$ cat src/rtl/n64adv2_cdc_pkg.sv
// Shared definitions for the clock-domain-crossing helpers: the launch FSM
// state encoding and the settle counter width.
package n64adv2_cdc_pkg;

  localparam int SETTLE_CNT_W = 4;

  typedef enum logic [1:0] {
    ST_IDLE     = 2'd0,
    ST_SETTLE   = 2'd1,
    ST_WAIT_ACK = 2'd2
  } state_e;

endpackage

$ cat src/rtl/bit_sync_srst.sv
// Single-bit synchronizer chain with synchronous active-low reset and a clock
// enable, for asynchronous level/toggle signals entering a single-clock block.
module bit_sync_srst #(
  parameter int stages = 2
) (
  input  logic clk,
  input  logic nrst,
  input  logic clk_en,
  input  logic d_i,
  output logic q_o
);

  logic [stages-1:0] sync_q;

  always_ff @(posedge clk) begin
    if (!nrst) begin
      sync_q <= '0;
    end else if (clk_en) begin
      sync_q <= {sync_q[stages-2:0], d_i};
    end
  end

  assign q_o = sync_q[stages-1];

endmodule

$ cat src/rtl/register_launch.sv
// Launches a multi-bit register into a foreign clock domain with a toggle
// request/acknowledge handshake; reg_o only moves while nothing is in flight.
module register_launch
  import n64adv2_cdc_pkg::*;
#(
  parameter int                   reg_width       = 16,
  parameter logic [reg_width-1:0] reg_preset      = '0,
  parameter int                   settle_cycles   = 2,
  parameter int                   ack_sync_stages = 2
) (
  input  logic                 clk,
  input  logic                 nrst,
  input  logic                 clk_en,
  input  logic [reg_width-1:0] reg_i,
  input  logic                 ack_i,
  output logic [reg_width-1:0] reg_o,
  output logic                 req_o,
  output logic                 busy_o,
  output logic                 dropped_o
);

  localparam logic [SETTLE_CNT_W-1:0] SettleLoad = SETTLE_CNT_W'(settle_cycles - 1);

  state_e                  state_q, state_d;
  logic [SETTLE_CNT_W-1:0] cnt_q, cnt_d;
  logic [reg_width-1:0]    reg_q, reg_d;
  logic [reg_width-1:0]    reg_prev_q;
  logic                    req_q, req_d;
  logic                    ack_sync;

  bit_sync_srst #(
    .stages(ack_sync_stages)
  ) u_ack_sync (
    .clk   (clk),
    .nrst  (nrst),
    .clk_en(clk_en),
    .d_i   (ack_i),
    .q_o   (ack_sync)
  );

  always_ff @(posedge clk) begin
    if (!nrst) begin
      state_q    <= ST_IDLE;
      cnt_q      <= '0;
      reg_q      <= reg_preset;
      reg_prev_q <= reg_preset;
      req_q      <= 1'b0;
    end else if (clk_en) begin
      state_q    <= state_d;
      cnt_q      <= cnt_d;
      reg_q      <= reg_d;
      reg_prev_q <= reg_i;
      req_q      <= req_d;
    end
  end

  // Capture only from IDLE, so a transfer in flight always sees a frozen reg_o.
  always_comb begin
    state_d = state_q;
    cnt_d   = cnt_q;
    reg_d   = reg_q;
    req_d   = req_q;
    case (state_q)
      ST_IDLE: begin
        if (reg_i != reg_q) begin
          reg_d   = reg_i;
          cnt_d   = SettleLoad;
          state_d = ST_SETTLE;
        end
      end
      ST_SETTLE: begin
        if (cnt_q == '0) begin
          req_d   = ~req_q;
          state_d = ST_WAIT_ACK;
        end else begin
          cnt_d = cnt_q - 1'b1;
        end
      end
      ST_WAIT_ACK: begin
        if (ack_sync == req_q) begin
          state_d = ST_IDLE;
        end
      end
      default: state_d = ST_IDLE;
    endcase
  end

  assign reg_o     = reg_q;
  assign req_o     = req_q;
  assign busy_o    = (state_q == ST_SETTLE) || (state_q == ST_WAIT_ACK);
  assign dropped_o = clk_en && busy_o && (reg_i != reg_prev_q);

endmodule

$ cat config.mk
export PLATFORM = sky130hd
export DESIGN_NAME = register_launch
export DESIGN_NICKNAME = d
export VERILOG_FILES = /design/src/rtl/n64adv2_cdc_pkg.sv /design/src/rtl/bit_sync_srst.sv /design/src/rtl/register_launch.sv
export SDC_FILE = /design/constraint.sdc
export NUM_CORES = 1
export LEC_CHECK = 0
export BUFFER_PORTS_ARGS = -buffer_cell sky130_fd_sc_hd__buf_2
export CAP_MARGIN = 20
export CORE_ASPECT_RATIO = 1.2
export CORE_MARGIN = 5
export CORE_UTILIZATION = 58
export DETAILED_ROUTE_END_ITERATION = 12
export PLACE_DENSITY = 0.87
export SETUP_SLACK_MARGIN = 0.02
export SLEW_MARGIN = 20
export SYNTH_ARGS = -nofsm -noshare
export SYNTH_HDL_FRONTEND = slang
export SYNTH_SLANG_ARGS = --single-unit
$ cat constraint.sdc
create_clock -name clk -period 3.3 [get_ports clk]
set_clock_uncertainty 0.15 [all_clocks]
set_input_delay 0.165 -clock clk [delete_from_list [all_inputs] [get_ports clk]]
set_output_delay 0.165 -clock clk [all_outputs]
set_load 0.02 [all_outputs]
==> metrics.md <==
| Metric | Value |
|---|---|
| Status | finished, final reports clean |
| CP required | 3.32 ns |
| H-tree depth | 2 |
| Cell family contributing the most delay on the critical path | simple AND/OR/NAND/NOR gates |
| Vias | 1740 |
| Starting Density | 59.1% |
| Clock Pin Slew Worst Setup and Hold Paths | about 0.070 ns |
| Worst-path maximum fanout | 18 |
| Port Buf Inserts | 38 |
| Max Cap Viol | 0 |
| Synth warn | 0 |
| Fin area | between 0.002 and 0.0025 mm2 |
| DP Wirelength | 3370 um |
| Worst setup path category | flip-flop to flip-flop |
| Post-DRT Antenna Nets | 0 |
| Mean Syn Cell Area | 9.03 um2 |
| First-pass DRT Iterations | 4 |
| Synth top area cells | dfxtp_1 (39%), xor2_1 (14%), mux2i_1 (9.5%) |
| Ant diodes | 0 |
| Slowest cell on the critical path | nand4_2 |
| Sink Count | 41 |
| WL final | 4720 um |
| FF-to-FF setup slack | between 1 and 1.5 ns |
| Slew headroom | ~56% |
| CP max stage delay | 0.47 ns |
| Total gr overflow | 0 |
| Post-CTS setup buffer count | 0 |
| Clock Tree Root | clkbuf_8 |
| Share of synthesized registers carrying an async set or reset | 0% |
| Final setup viols | 0 |
| Die height | 76.1 um |
| Post-CTS sizing | 0 |
| Synth Flop Type | dfxtp_1 |
| Critical path cell sequence | xor2_1, nor4_2, nand4_2, o21ai_0, o22ai_1 |
| DRC violation total after the first TritonRoute iteration | 114 |
| Sequential share of the synthesized area | 38.9% |
| Initial antenna violation count | 0 |
| DRC violations left | 0 |
| Type of origin of the critical path | flip-flop |
| Filler cell count | roughly 300 |
| Yosys reg bits | 41 |
| Crit. Startpoint | reg_o[4]$_SDFFE_PN0P_ |
| Synth cell count leaders | dfxtp_1 (41), xor2_1 (34), mux2i_1 (20), nand3_1 (19), nor2_1 (19) |
| Most frequent cell after synthesis | dfxtp_1 |
| Layout cells sized above 1 | between 10% and 20% |
| CTS Hold Bufs | 1 |
| Post-synth cell types | 36 |
| Top cell type's share of synthesized area | a little under 40% |
| Core area | 0.00357 mm2 |
| Worst Hold Class | input pin to flip-flop |
| Clk_lat worst skew | 0.29 ns |
| TritonCTS buffer count | 5 |
| Std cell rows | 24 |
| Final hold violation count | 0 |
| FF-to-FF Start | reg_o[4]$_SDFFE_PN0P_ |
| RSZ-0062 raised after global routing | false |
| Launch point of the worst hold path | reg_i[4] |
| Post-synth EDFFs | 0 |
| Total Routing Usage GR | 20.5% |
| Placement Cell Area | 0.00228 mm2 |
| I/O Pins | 39 |
| Die area | about 0.005 mm2 |
| Routability congestion estimate | 0.869 |
| Highest Clock Rate | between 400 and 500 MHz |
| Crit path capture | cnt_q[3]$_SDFFE_PN0P_ |
| Area Growth Syn to Fin | 12.5% |
| Worst slew pin tran | approximately 0.65 ns |
| Crit path buffers/inverters | 0 |
| Worst path depth | 5 |
| Worst Setup End Kind | flip-flop |
| Worst reg2reg endpoint | cnt_q[3]$_SDFFE_PN0P_ |
| First-pass GRT wire length | around 8000 um |
| Worst R2R Path Depth | 5 |
| Power per Cell Area | 475 mW/mm2 |
| Post-Synthesis Net Count | 259 |
| Maximum vdd drop | 0.303 mV |
| Fin crit share | a little under two thirds |
| Fin. max-slew vios | 0 |
| Top cell type by total area after synthesis | dfxtp_1 |
| CP Data Arrival Time | 2.11 ns |
| TritonCTS clock tree | built |
| Setup TNS | 0 ns |
| Maximum number of pins on one net before global-route repair | 37 |
| Number of vias per cell | 5.70 |
| DR WL/cell | 15.5 um |
| Post-layout util | ~66% |
| Clock period minus worst slack | ~2.1 ns |
| Syn Inst Count | 234 |
| Pleak | ~1.1 nW |
| Die width | 65.1 um |
| Synth Cell Area | roughly 0.0021 mm2 |
| Vias in the first global route | 1781 |
| Clock buffer depth | 2 |
| # nets final | between 200 and 300 |
[worst register-to-register path: cells and delay by family, from the launching register on]
kind	cells	cell delay (ns)
compound gates	2	0.41
xor+xnor	1	0.16
flops	1	0.33
simple gates	2	0.93
[state kept, by name (all words and copies together) (netlist names)]
name / count
u_ack_sync.sync_q: 2
state_q: 2
req_o: 1
cnt_q: 4
reg_o: 16
reg_prev_q: 16
[logic make-up after synthesis]
kind of cell / count (synthesis) / synth area share [%]
buffers and inverters: 21 / 4.80
flip-flops: 41 / 38.9
AND/OR/NAND/NOR: 67 / 17.5
adder cells (fa/ha/maj): 5 / 2.96
XOR/XNOR: 34 / 14.1
AO/OA/AOI/OAI: 46 / 12.3
multiplexers: 20 / 9.48
[worst min path at each step]
stage	to	cells after the start	slack, ns
global placement	u_ack_sync.sync_q[0]$_SDFFE_PN0P_	3	0.26
global route	reg_o[12]$_SDFFE_PN0P_	3	0.02
CTS	reg_o[4]$_SDFFE_PN0P_	3	0.01
floorplan	u_ack_sync.sync_q[0]$_SDFFE_PN0P_	2	0.16
detailed placement	u_ack_sync.sync_q[0]$_SDFFE_PN0P_	3	0.27
finish	reg_o[4]$_SDFFE_PN0P_	3	0.02
[through the flow]
| step | worst slack [ns] | instances | hold slack (ns) | total power [mW] |
|---|---|---|---|---|
| after CTS | 1.20 | 305 | 0.0111 | 1.14 |
| after global routing | 0.999 | 305 | 0.0180 | 1.19 |
| final | 1.20 | 305 | 0.0176 | 1.13 |
| after global placement | 1.28 | 297 | 0.257 | 0.808 |
| after floorplan | 1.52 | 234 | 0.162 | 0.741 |
| after detailed placement | 1.28 | 297 | 0.267 | 0.814 |
[cell type report]
| class | count | area, um2 | area share (%) |
|---|---|---|---|
| repair buffers | 40 | 208 | 8.74 |
| flip-flops and latches | 41 | 821 | 34.5 |
| multi-input cells | 172 | 1190 | 50.1 |
| inverters | 6 | 22.5 | 0.948 |
| well taps | 39 | 48.8 | 2.05 |
| clock buffers | 7 | 86.3 | 3.63 |
[power by group]
part / leakage [nW] / switching, mW / total, mW / internal, mW
Clock: 0.0443 / 0.158 / 0.323 / 0.166
Sequential: 0.337 / 0.0272 / 0.558 / 0.530
Combinational: 0.712 / 0.150 / 0.247 / 0.0974
Total: 1.09 / 0.335 / 1.13 / 0.794
[routing by layer]
layer  part of all wire (%)  vias up  track usage [%]
met4                    2.1        0             8.51
li1                       -      871                -
met2                     49       52             35.1
met1                     43      809             23.9
met5                      0        -                0
met3                    5.8        8             5.31
[layout by cell type, fill, tap and decap left out]
cell,instances
a21boi_0,1
a21oi_1,18
a21oi_2,2
and2_1,1
and3_1,1
and4_4,1
and4b_1,1
buf_2,38
buf_4,1
clkbuf_1,1
clkbuf_8,6
clkinv_1,1
dfxtp_1,41
dlygate4sd3_1,1
ha_1,5
inv_1,5
mux2i_1,20
nand2_1,8
nand2b_1,3
nand3_1,19
nand3b_1,2
nand4_1,1
nand4_2,1
nor2_1,19
nor3_1,1
nor3b_1,1
nor4_1,4
nor4_2,4
o211a_1,1
o211ai_1,1
o21ai_0,2
o21ai_1,18
o221a_1,1
o22ai_1,1
o2bb2ai_1,1
xor2_1,34
No activity file was read; power rests on OpenSTA's default activity.
